===== config.mk =====
export PLATFORM = sky130hd
export DESIGN_NAME = fpu_ext_to_int64
export DESIGN_NICKNAME = d
export VERILOG_FILES = /design/src/rtl/fpu_ext_to_int64.sv
export SDC_FILE = /design/constraint.sdc
export NUM_CORES = 1
export LEC_CHECK = 0
export BUFFER_PORTS_ARGS = -buffer_cell sky130_fd_sc_hd__buf_2
export CORE_ASPECT_RATIO = 0.6
export CORE_MARGIN = 3
export CORE_UTILIZATION = 40
export DETAILED_ROUTE_END_ITERATION = 12
export PLACE_DENSITY = 0.59
export SYNTH_ARGS = -nofsm -noshare
export SYNTH_HDL_FRONTEND = slang
export SYNTH_SLANG_ARGS = --single-unit
export TNS_END_PERCENT = 1

===== constraint.sdc =====
create_clock -name clk -period 4.1 [get_ports clk]
set_input_delay 0.205 -clock clk [delete_from_list [all_inputs] [get_ports clk]]
set_output_delay 0.205 -clock clk [all_outputs]
set_load 0.02 [all_outputs]

===== src/rtl/fpu_ext_to_int64.sv =====
// rtl/fpu_ext_to_int64.sv - 80-bit extended real to rounded 64-bit magnitude + sign, BCD range checked
//
// Ports:
//   clk        rising-edge clock
//   reset      synchronous, active-high
//   enable     level request, held high until done
//   real_in    [79] sign, [78:64] biased exponent, [63:0] mantissa with explicit integer bit
//   round_mode 00 nearest-even, 01 toward -inf, 10 toward +inf, 11 chop
//   int_out    rounded magnitude (0 on error)
//   sign_out   sign of the captured operand
//   done       result valid; held while enable stays high
//   error      inf/NaN, too large, or rounded magnitude above 10^18-1
//   inexact    guard|sticky nonzero after alignment
module fpu_ext_to_int64 (
  input  logic        clk,
  input  logic        reset,
  input  logic        enable,
  input  logic [79:0] real_in,
  input  logic [1:0]  round_mode,
  output logic [63:0] int_out,
  output logic        sign_out,
  output logic        done,
  output logic        error,
  output logic        inexact
);

  localparam logic [15:0] BIAS_SHIFT = 16'd16446;
  localparam logic [63:0] BCD_MAX    = 64'h0DE0_B6B3_A763_FFFF;
  localparam logic [6:0]  MAX_SHIFT  = 7'd66;

  typedef enum logic [1:0] {IDLE, SHIFT, ROUND, DONE} state_t;

  state_t      state;
  logic        sign_r;
  logic [63:0] mant;
  logic        guard;
  logic        sticky;
  logic [1:0]  rmode;
  logic [6:0]  cnt;

  // Capture-side decode of the incoming operand.
  logic [14:0] exp_field;
  logic [15:0] eff_exp;
  logic [15:0] shift_dist;
  logic        range_bad;
  logic [6:0]  cnt_init;

  always_comb begin
    exp_field  = real_in[78:64];
    // Denormals share the scale of exponent 1.
    eff_exp    = {1'b0, (exp_field == 15'd0) ? 15'd1 : exp_field};
    range_bad  = (exp_field == 15'h7FFF) || (eff_exp > BIAS_SHIFT);
    shift_dist = BIAS_SHIFT - eff_exp;
    // Beyond 66 shifts everything is already in sticky; clamp the count.
    cnt_init   = (shift_dist > {9'd0, MAX_SHIFT}) ? MAX_SHIFT : shift_dist[6:0];
  end

  // Rounding increment and range check on the aligned mantissa.
  logic        inc;
  logic [64:0] sum;
  logic        too_big;

  always_comb begin
    inc = 1'b0;
    case (rmode)
      2'b00:   inc = guard & (mant[0] | sticky);
      2'b01:   inc = sign_r & (guard | sticky);
      2'b10:   inc = ~sign_r & (guard | sticky);
      default: inc = 1'b0;
    endcase
    // 65-bit sum so an all-ones mantissa plus increment cannot wrap into range.
    sum     = {1'b0, mant} + {64'd0, inc};
    too_big = sum > {1'b0, BCD_MAX};
  end

  always_ff @(posedge clk) begin
    if (reset) begin
      state    <= IDLE;
      sign_r   <= 1'b0;
      mant     <= 64'd0;
      guard    <= 1'b0;
      sticky   <= 1'b0;
      rmode    <= 2'b00;
      cnt      <= 7'd0;
      int_out  <= 64'd0;
      sign_out <= 1'b0;
      done     <= 1'b0;
      error    <= 1'b0;
      inexact  <= 1'b0;
    end else begin
      case (state)
        IDLE: begin
          if (enable) begin
            sign_r <= real_in[79];
            mant   <= real_in[63:0];
            rmode  <= round_mode;
            guard  <= 1'b0;
            sticky <= 1'b0;
            cnt    <= cnt_init;
            if (range_bad) begin
              int_out  <= 64'd0;
              sign_out <= real_in[79];
              error    <= 1'b1;
              inexact  <= 1'b0;
              state    <= DONE;
            end else begin
              state <= SHIFT;
            end
          end
        end
        SHIFT: begin
          if (cnt == 7'd0) begin
            state <= ROUND;
          end else begin
            sticky <= sticky | guard;
            guard  <= mant[0];
            mant   <= mant >> 1;
            cnt    <= cnt - 7'd1;
          end
        end
        ROUND: begin
          int_out  <= too_big ? 64'd0 : sum[63:0];
          error    <= too_big;
          inexact  <= guard | sticky;
          sign_out <= sign_r;
          done     <= 1'b1;
          state    <= DONE;
        end
        DONE: begin
          // The error fast path enters with done low; raise it for at least
          // one cycle before honouring a dropped enable.
          if (!enable && done) begin
            done  <= 1'b0;
            state <= IDLE;
          end else begin
            done <= 1'b1;
          end
        end
        default: state <= IDLE;
      endcase
    end
  end

endmodule


Word level (Yosys, flattened, before mapping) --
Index checks and enable logic that the tools add are counted.
Word-level totals: bits in read-only memories 0, latch bits 0, input port bits 85, memories 0, bits in writable memories 0, bits in registers 146
Cells by class: shift operators 0, divide/modulo/power cells 0, equal/unequal tests 11, bitwise operators 6, multiply operators 0, $add $sub $neg 3, magnitude comparators 3, muxes and demuxes 34, reductions and logical operators 14
Operator list (count):
- 64-bit two-way mux | 5
- 64-bit case mux with 2 select lines | 2
- 64-bit by 1-bit adder with 65-bit output | 1
- 65-bit by 60-bit greater-than comparator with 1-bit output, second input constant | 1
- 7-bit two-way mux | 3
- 16-bit by 7-bit greater-than comparator with 1-bit output, second input constant | 1
- 15-bit by 15-bit subtractor with 16-bit output, first input constant | 1
- 15-bit equality test, second input constant | 1
- 15-bit greater-than comparator, second input constant | 1
- 15-bit logical NOT | 1
- 15-bit two-way mux | 1
- 7-bit case mux with 2 select lines | 1
- 1-bit case mux with 2 select lines | 6
- 1-bit two-way mux | 10
- 2-bit inequality test, second input constant | 5
- 3-bit AND reduction | 3
- 2-bit two-way mux | 4
- 2-bit case mux with 4 select lines | 1
- 7-bit logical NOT | 1
- 7-bit by 1-bit subtractor with 7-bit output, second input constant | 1
- 2-bit equality test, second input constant | 3
- 2-bit nonzero test | 3
- 2-bit by 1-bit equality test with 1-bit output, second input constant | 2
- 2-bit logical NOT | 2
- 8 further kinds | 11

Logic depth before layout (Yosys ltp) --
depth in word-level cells 7, depth in mapped cells 20

Worst setup path after synthesis --
OpenSTA, ideal clock, no wires.
path kind register to register, start register rmode[0], end register int_out[1], arrival time 4.197 ns, buffers on the path 4, stages on the path, launching flop included 21, required time 4.019 ns, clock period less this slack 4.278 ns, setup slack -0.178 ns, path through dfxtp_1 > inv_1 > ha_1 > xor2_1 > o211ai_1 > a21oi_1 > ha_1 > buf_2 > nand4_2 > or4_1 > buf_2 > nor3_1 > xnor2_1 > nand2_1 > or4b_1 > or2_1 > o31ai_4 > o21ai_2 > buf_6 > buf_6 > a211oi_2
On the way: cells in the longest elaborated chain, start to end 6, elaborated cells on any way between the ends 8, those cells by class add/sub (1); order compare (1); eq/ne (2); mux (3); reduce/logical (1)
Ends and longest elaborated chain:
- start, declared | line 38 | logic [1:0] rmode;
- start signal, assigned | line 96 | rmode <= round_mode;
- 2-bit equality test, or another cell as far along | line 65 | case (rmode)
- 1-bit case mux with 3 select lines * | line 65
- 64-bit by 1-bit adder with 65-bit output * | line 72 | sum = {1'b0, mant} + {64'd0, inc};
- 65-bit by 60-bit greater-than comparator with 1-bit output | line 73 | too_big = sum > {1'b0, BCD_MAX};
- 64-bit two-way mux * | line 122 | int_out <= too_big ? 64'd0 : sum[63:0];
- 64-bit case mux with 2 select lines * | line 91 | case (state)
- end signal, assigned | line 122
- end, declared | line 20 | output logic [63:0] int_out,
Mark *: on every way between the ends. The rest lies on a longest branch, timed or not. A chain may end at the register's enable or synchronous reset.

Final worst setup path --
start register rmode[0], end register int_out[43]
The elaborated chain is that of the path after synthesis.

==> PnR_summary.wiki <==
{| class="wikitable"
! Metric !! Value
|-
| Outcome || finished, violations left
|-
| Violated checks || setup timing
|-
| Count of distinct cell types in the synthesized netlist || 70
|-
| Area growth from synthesis to layout || 29.7%
|-
| Fraction of synthesized area in multiplexers || 7.85%
|-
| Power density normalized to cell area || 654 mW/mm2
|-
| Measured slew at the worst slew-check pin || 1.07 ns
|-
| Worst setup slack after layout || -0.169 ns
|-
| Final critical delay including setup and external delays || 4.27 ns
|-
| Die Footprint || 0.0242 mm2
|-
| Number of global-route vias before repair || 8330
|-
| Library cell with the largest summed area after synthesis || sky130_fd_sc_hd__dfxtp_1
|-
| Class of the most critical setup path || register to register
|-
| Chip Width || 199 um
|-
| DRC violation count after routing || 0
|-
| Number of antenna cells inserted || 0
|-
| Fin Hold WS || 0.0364 ns
|-
| First-pass DRT Iterations || 5
|-
| CP max stage cell || sky130_fd_sc_hd__or4b_4
|-
| Clk root buf || sky130_fd_sc_hd__clkbuf_16
|-
| Dominant combinational cell family by area after synthesis || simple AND/OR/NAND/NOR gates
|-
| Critical Path AT || 4.53 ns
|-
| Largest clock skew in the final design || 0.0103 ns
|-
| Fraction of final layout cells sized beyond drive strength 1 || 30.8%
|-
| Number of synthesized flops with an enable pin || 0
|-
| Count of final max-slew check failures || 0
|-
| Die outline height || 122 um
|-
| Register bit total from synthesis || 146
|-
| H-tree levels || 4
|-
| Ordered list of cells on the worst path || inv_2, ha_4, xor2_1, o211ai_1, a21oi_2, ha_2, nand3_4, or4_4, buf_6, nor4_4, xnor2_1, nand2_1, or4b_4, buf_4, a211oi_2, nor4_2, buf_4, o21ai_4, buf_6, buf_12, a211oi_1
|-
| Crit. End Element || register
|-
| Initial core utilization || 41.6%
|-
| Skew-Pair Late Insertion Delay || 0.44 ns
|-
| TritonCTS Buffers || 17
|-
| Required time of the worst setup path || 4.36 ns
|-
| Average vias per placed instance || 5.83
|-
| Critical path launch point type || register
|-
| VDD IR max || 289 uV
|-
| Sinks on the clock net || 146
|-
| Sequential area share after synthesis || 32.7%
|-
| Top flip-flop cell by instance count after synthesis || sky130_fd_sc_hd__dfxtp_1
|-
| Synthesized-area fraction occupied by ao, oa, aoi and oai cells || 21.5%
|-
| Mean area per synthesized cell || 7.98 um2
|-
| Port bufs || 152
|-
| Clock input transition at the sequential cells of the worst setup and hold paths || 0.06 ns
|-
| Synthesized-area fraction occupied by adder cells || 1.82%
|-
| Final setup violation count || 60
|-
| Max-capacitance violation count || 0
|-
| Final worst-path cycle share || 104%
|-
| FP Rows || 41
|-
| Pin count of the biggest net entering global routing || 74
|-
| GPL Wtd Cong || 0.929
|-
| Worst path top cell family by delay || simple AND/OR/NAND/NOR gates
|-
| Highest-count cells in the layout ignoring fill and taps || sky130_fd_sc_hd__buf_2, sky130_fd_sc_hd__dfxtp_1, sky130_fd_sc_hd__nor2_1, sky130_fd_sc_hd__buf_4, sky130_fd_sc_hd__nand2_1
|-
| Worst Setup Slack post-DPL || -0.304 ns
|-
| Async S/R FF share, synth || 0%
|-
| Number of nets in the layout || 1384
|-
| Commonest non-fill, non-tap cell in the layout || sky130_fd_sc_hd__buf_2
|-
| Area share of xor/xnor cells in the synthesized design || 6.57%
|-
| Buffer and inverter count on the worst path || 6
|-
| Maximum fanout count along the critical path || 13
|-
| Synth Net Count || 1218
|-
| Total global routing track utilization || 24.4%
|-
| Slowest Stage Delay on Critical Path || 0.53 ns
|-
| Residual antenna-violating net count after detailed routing || 0
|-
| CTS tree || done
|-
| Average routed wire per standard cell || 18.8 um
|-
| Leading cell types by total area after synthesis || sky130_fd_sc_hd__dfxtp_1, sky130_fd_sc_hd__a211oi_1, sky130_fd_sc_hd__mux2i_1
|-
| RSZ-0062 raised after global routing || true
|-
| Routed WL || 29600 um
|-
| Total via count after detailed routing || 9194
|-
| Post-synth top area share || 32.7%
|-
| Clock Path Buffers || 2
|-
| Leakage || 0.00434 uW
|-
| Worst hold path type || input port to register
|-
| Antenna violations before repair || 0
|-
| Simple-gate portion of the synthesized area || 23.2%
|-
| Max-slew headroom || 28.5%
|-
| Total of warnings raised by yosys || 0
|-
| Core footprint || 0.0215 mm2
|-
| Maximum achievable frequency || 0.234 GHz
|-
| Post-Syn Instances || 1120
|-
| Detailed Route Iter0 Violations || 772
|-
| Final hold viol count || 0
|-
| Wire length of the first global-routing pass || 46600 um
|-
| Number of primary I/O pins || 153
|-
| Overflow left after global routing || 0
|-
| Final-layout fill cell count || 2014
|-
| Area of the mapped netlist || 0.00894 mm2
|-
| Detailed Place HPWL || 21400 um
|}
## final timing paths
path,cells after the start,slack (ns),start,end
worst max register to register,21,-0.17,rmode[0],int_out[43]
worst min-delay path,3,0.04,round_mode[0],rmode[0]
worst max-delay path,21,-0.17,rmode[0],int_out[43]
worst min register to register,2,0.46,inexact,inexact
## registers in the layout, summed over array words and instances, names as in the netlist
signal    count
inexact       1
rmode         2
int_out      64
done          1
error         1
sign_r        1
guard         1
sticky        1
state         2
mant         64
sign_out      1
cnt           7
## layer usage
layer | vias up | GRT usage [%] | wire (um)
met4 | 0 | 6.97 | 439
met3 | 32 | 4.73 | 2270
met2 | 331 | 33.4 | 11800
met1 | 4387 | 38.2 | 15000
met5 | - | 0 | 0
li1 | 4444 | - | -
## worst reg2reg max path, stage by stage (launching register included)
cell and delay (ns):
sky130_fd_sc_hd__dfxtp_2 0.33, sky130_fd_sc_hd__inv_2 0.08, sky130_fd_sc_hd__ha_4 0.13, sky130_fd_sc_hd__xor2_1 0.15
sky130_fd_sc_hd__o211ai_1 0.12, sky130_fd_sc_hd__a21oi_2 0.18, sky130_fd_sc_hd__ha_2 0.23, sky130_fd_sc_hd__nand3_4 0.09
sky130_fd_sc_hd__or4_4 0.48, sky130_fd_sc_hd__buf_6 0.16, sky130_fd_sc_hd__nor4_4 0.24, sky130_fd_sc_hd__xnor2_1 0.18
sky130_fd_sc_hd__nand2_1 0.10, sky130_fd_sc_hd__or4b_4 0.53, sky130_fd_sc_hd__buf_4 0.15, sky130_fd_sc_hd__a211oi_2 0.16
sky130_fd_sc_hd__nor4_2 0.07, sky130_fd_sc_hd__buf_4 0.15, sky130_fd_sc_hd__o21ai_4 0.17, sky130_fd_sc_hd__buf_6 0.18
sky130_fd_sc_hd__buf_12 0.16, sky130_fd_sc_hd__a211oi_1 0.08
## final cells by class
type	count	area, um2	area share [%]
Sequential cell	146	2930	25.2
Multi-Input combinational cell	838	5940	51.3
Clock inverter	11	90.1	0.777
Timing Repair Buffer	260	1740	15.0
Inverter	23	86.3	0.745
Tap cell	279	349	3.01
Clock buffer	19	453	3.91
## logic make-up (layout without fill, tap and decap cells)
group	Yosys count	count (layout)
buffers and inverters	136	313
XOR/XNOR	67	67
multiplexers	70	70
flip-flops	146	146
AND/OR/NAND/NOR	410	410
adder cells (fa/ha/maj)	13	13
AO/OA/AOI/OAI	278	278
## through the flow
| stage | utilization, % | area (um2) | std cells | TNS, ns | total power, uW |
|---|---|---|---|---|---|
| 3_3_place_gp | 48.8 | 10500 | 1533 | -5.42 | 5740 |
| 2_1_floorplan | - | 9060 | 1120 | -0.0287 | 4690 |
| 6_report | 53.9 | 11600 | 1576 | -7.41 | 7580 |
| 5_1_grt | 53.9 | 11600 | 1576 | -24.01 | 8080 |
| 4_1_cts | 53.5 | 11500 | 1574 | -6.79 | 7530 |
| 3_5_place_dp | 48.8 | 10500 | 1533 | -13.96 | 5790 |
## power breakdown
part	total, uW	internal (uW)	switching [uW]
Clock	1470	850	619
Sequential	2400	1850	549
Combinational	3710	1490	2220
Total	7580	4190	3390
## cell usage after synthesis, types with 6 or more instances
master	n
sky130_fd_sc_hd__and3_1	12
sky130_fd_sc_hd__a211oi_2	10
sky130_fd_sc_hd__a31oi_1	6
sky130_fd_sc_hd__clkbuf_1	78
sky130_fd_sc_hd__mux2i_1	69
sky130_fd_sc_hd__xor2_1	27
sky130_fd_sc_hd__o21ai_0	48
sky130_fd_sc_hd__or4_1	6
sky130_fd_sc_hd__nand2_1	82
sky130_fd_sc_hd__nor3_1	21
sky130_fd_sc_hd__nor2b_1	6
sky130_fd_sc_hd__or3_1	7
sky130_fd_sc_hd__buf_2	23
sky130_fd_sc_hd__and4_1	6
sky130_fd_sc_hd__xnor2_1	40
sky130_fd_sc_hd__nand4_1	31
sky130_fd_sc_hd__dfxtp_1	146
sky130_fd_sc_hd__ha_1	13
sky130_fd_sc_hd__a21oi_1	50
sky130_fd_sc_hd__a211oi_1	118
sky130_fd_sc_hd__nor2_1	133
sky130_fd_sc_hd__nor4_1	23
sky130_fd_sc_hd__buf_1	7
sky130_fd_sc_hd__nand3_1	47
sky130_fd_sc_hd__inv_1	23
## what timing repair did
action                                  in CTS  in global routing
hold buffers                                 0                  0
cloned                                       4                  0
gates resized for setup                     69                 19
pin swaps                                   52                 13
setup buffers                                7                  2
endpoints found under the setup margin      64                 64
No activity file was read; power rests on OpenSTA's default activity.
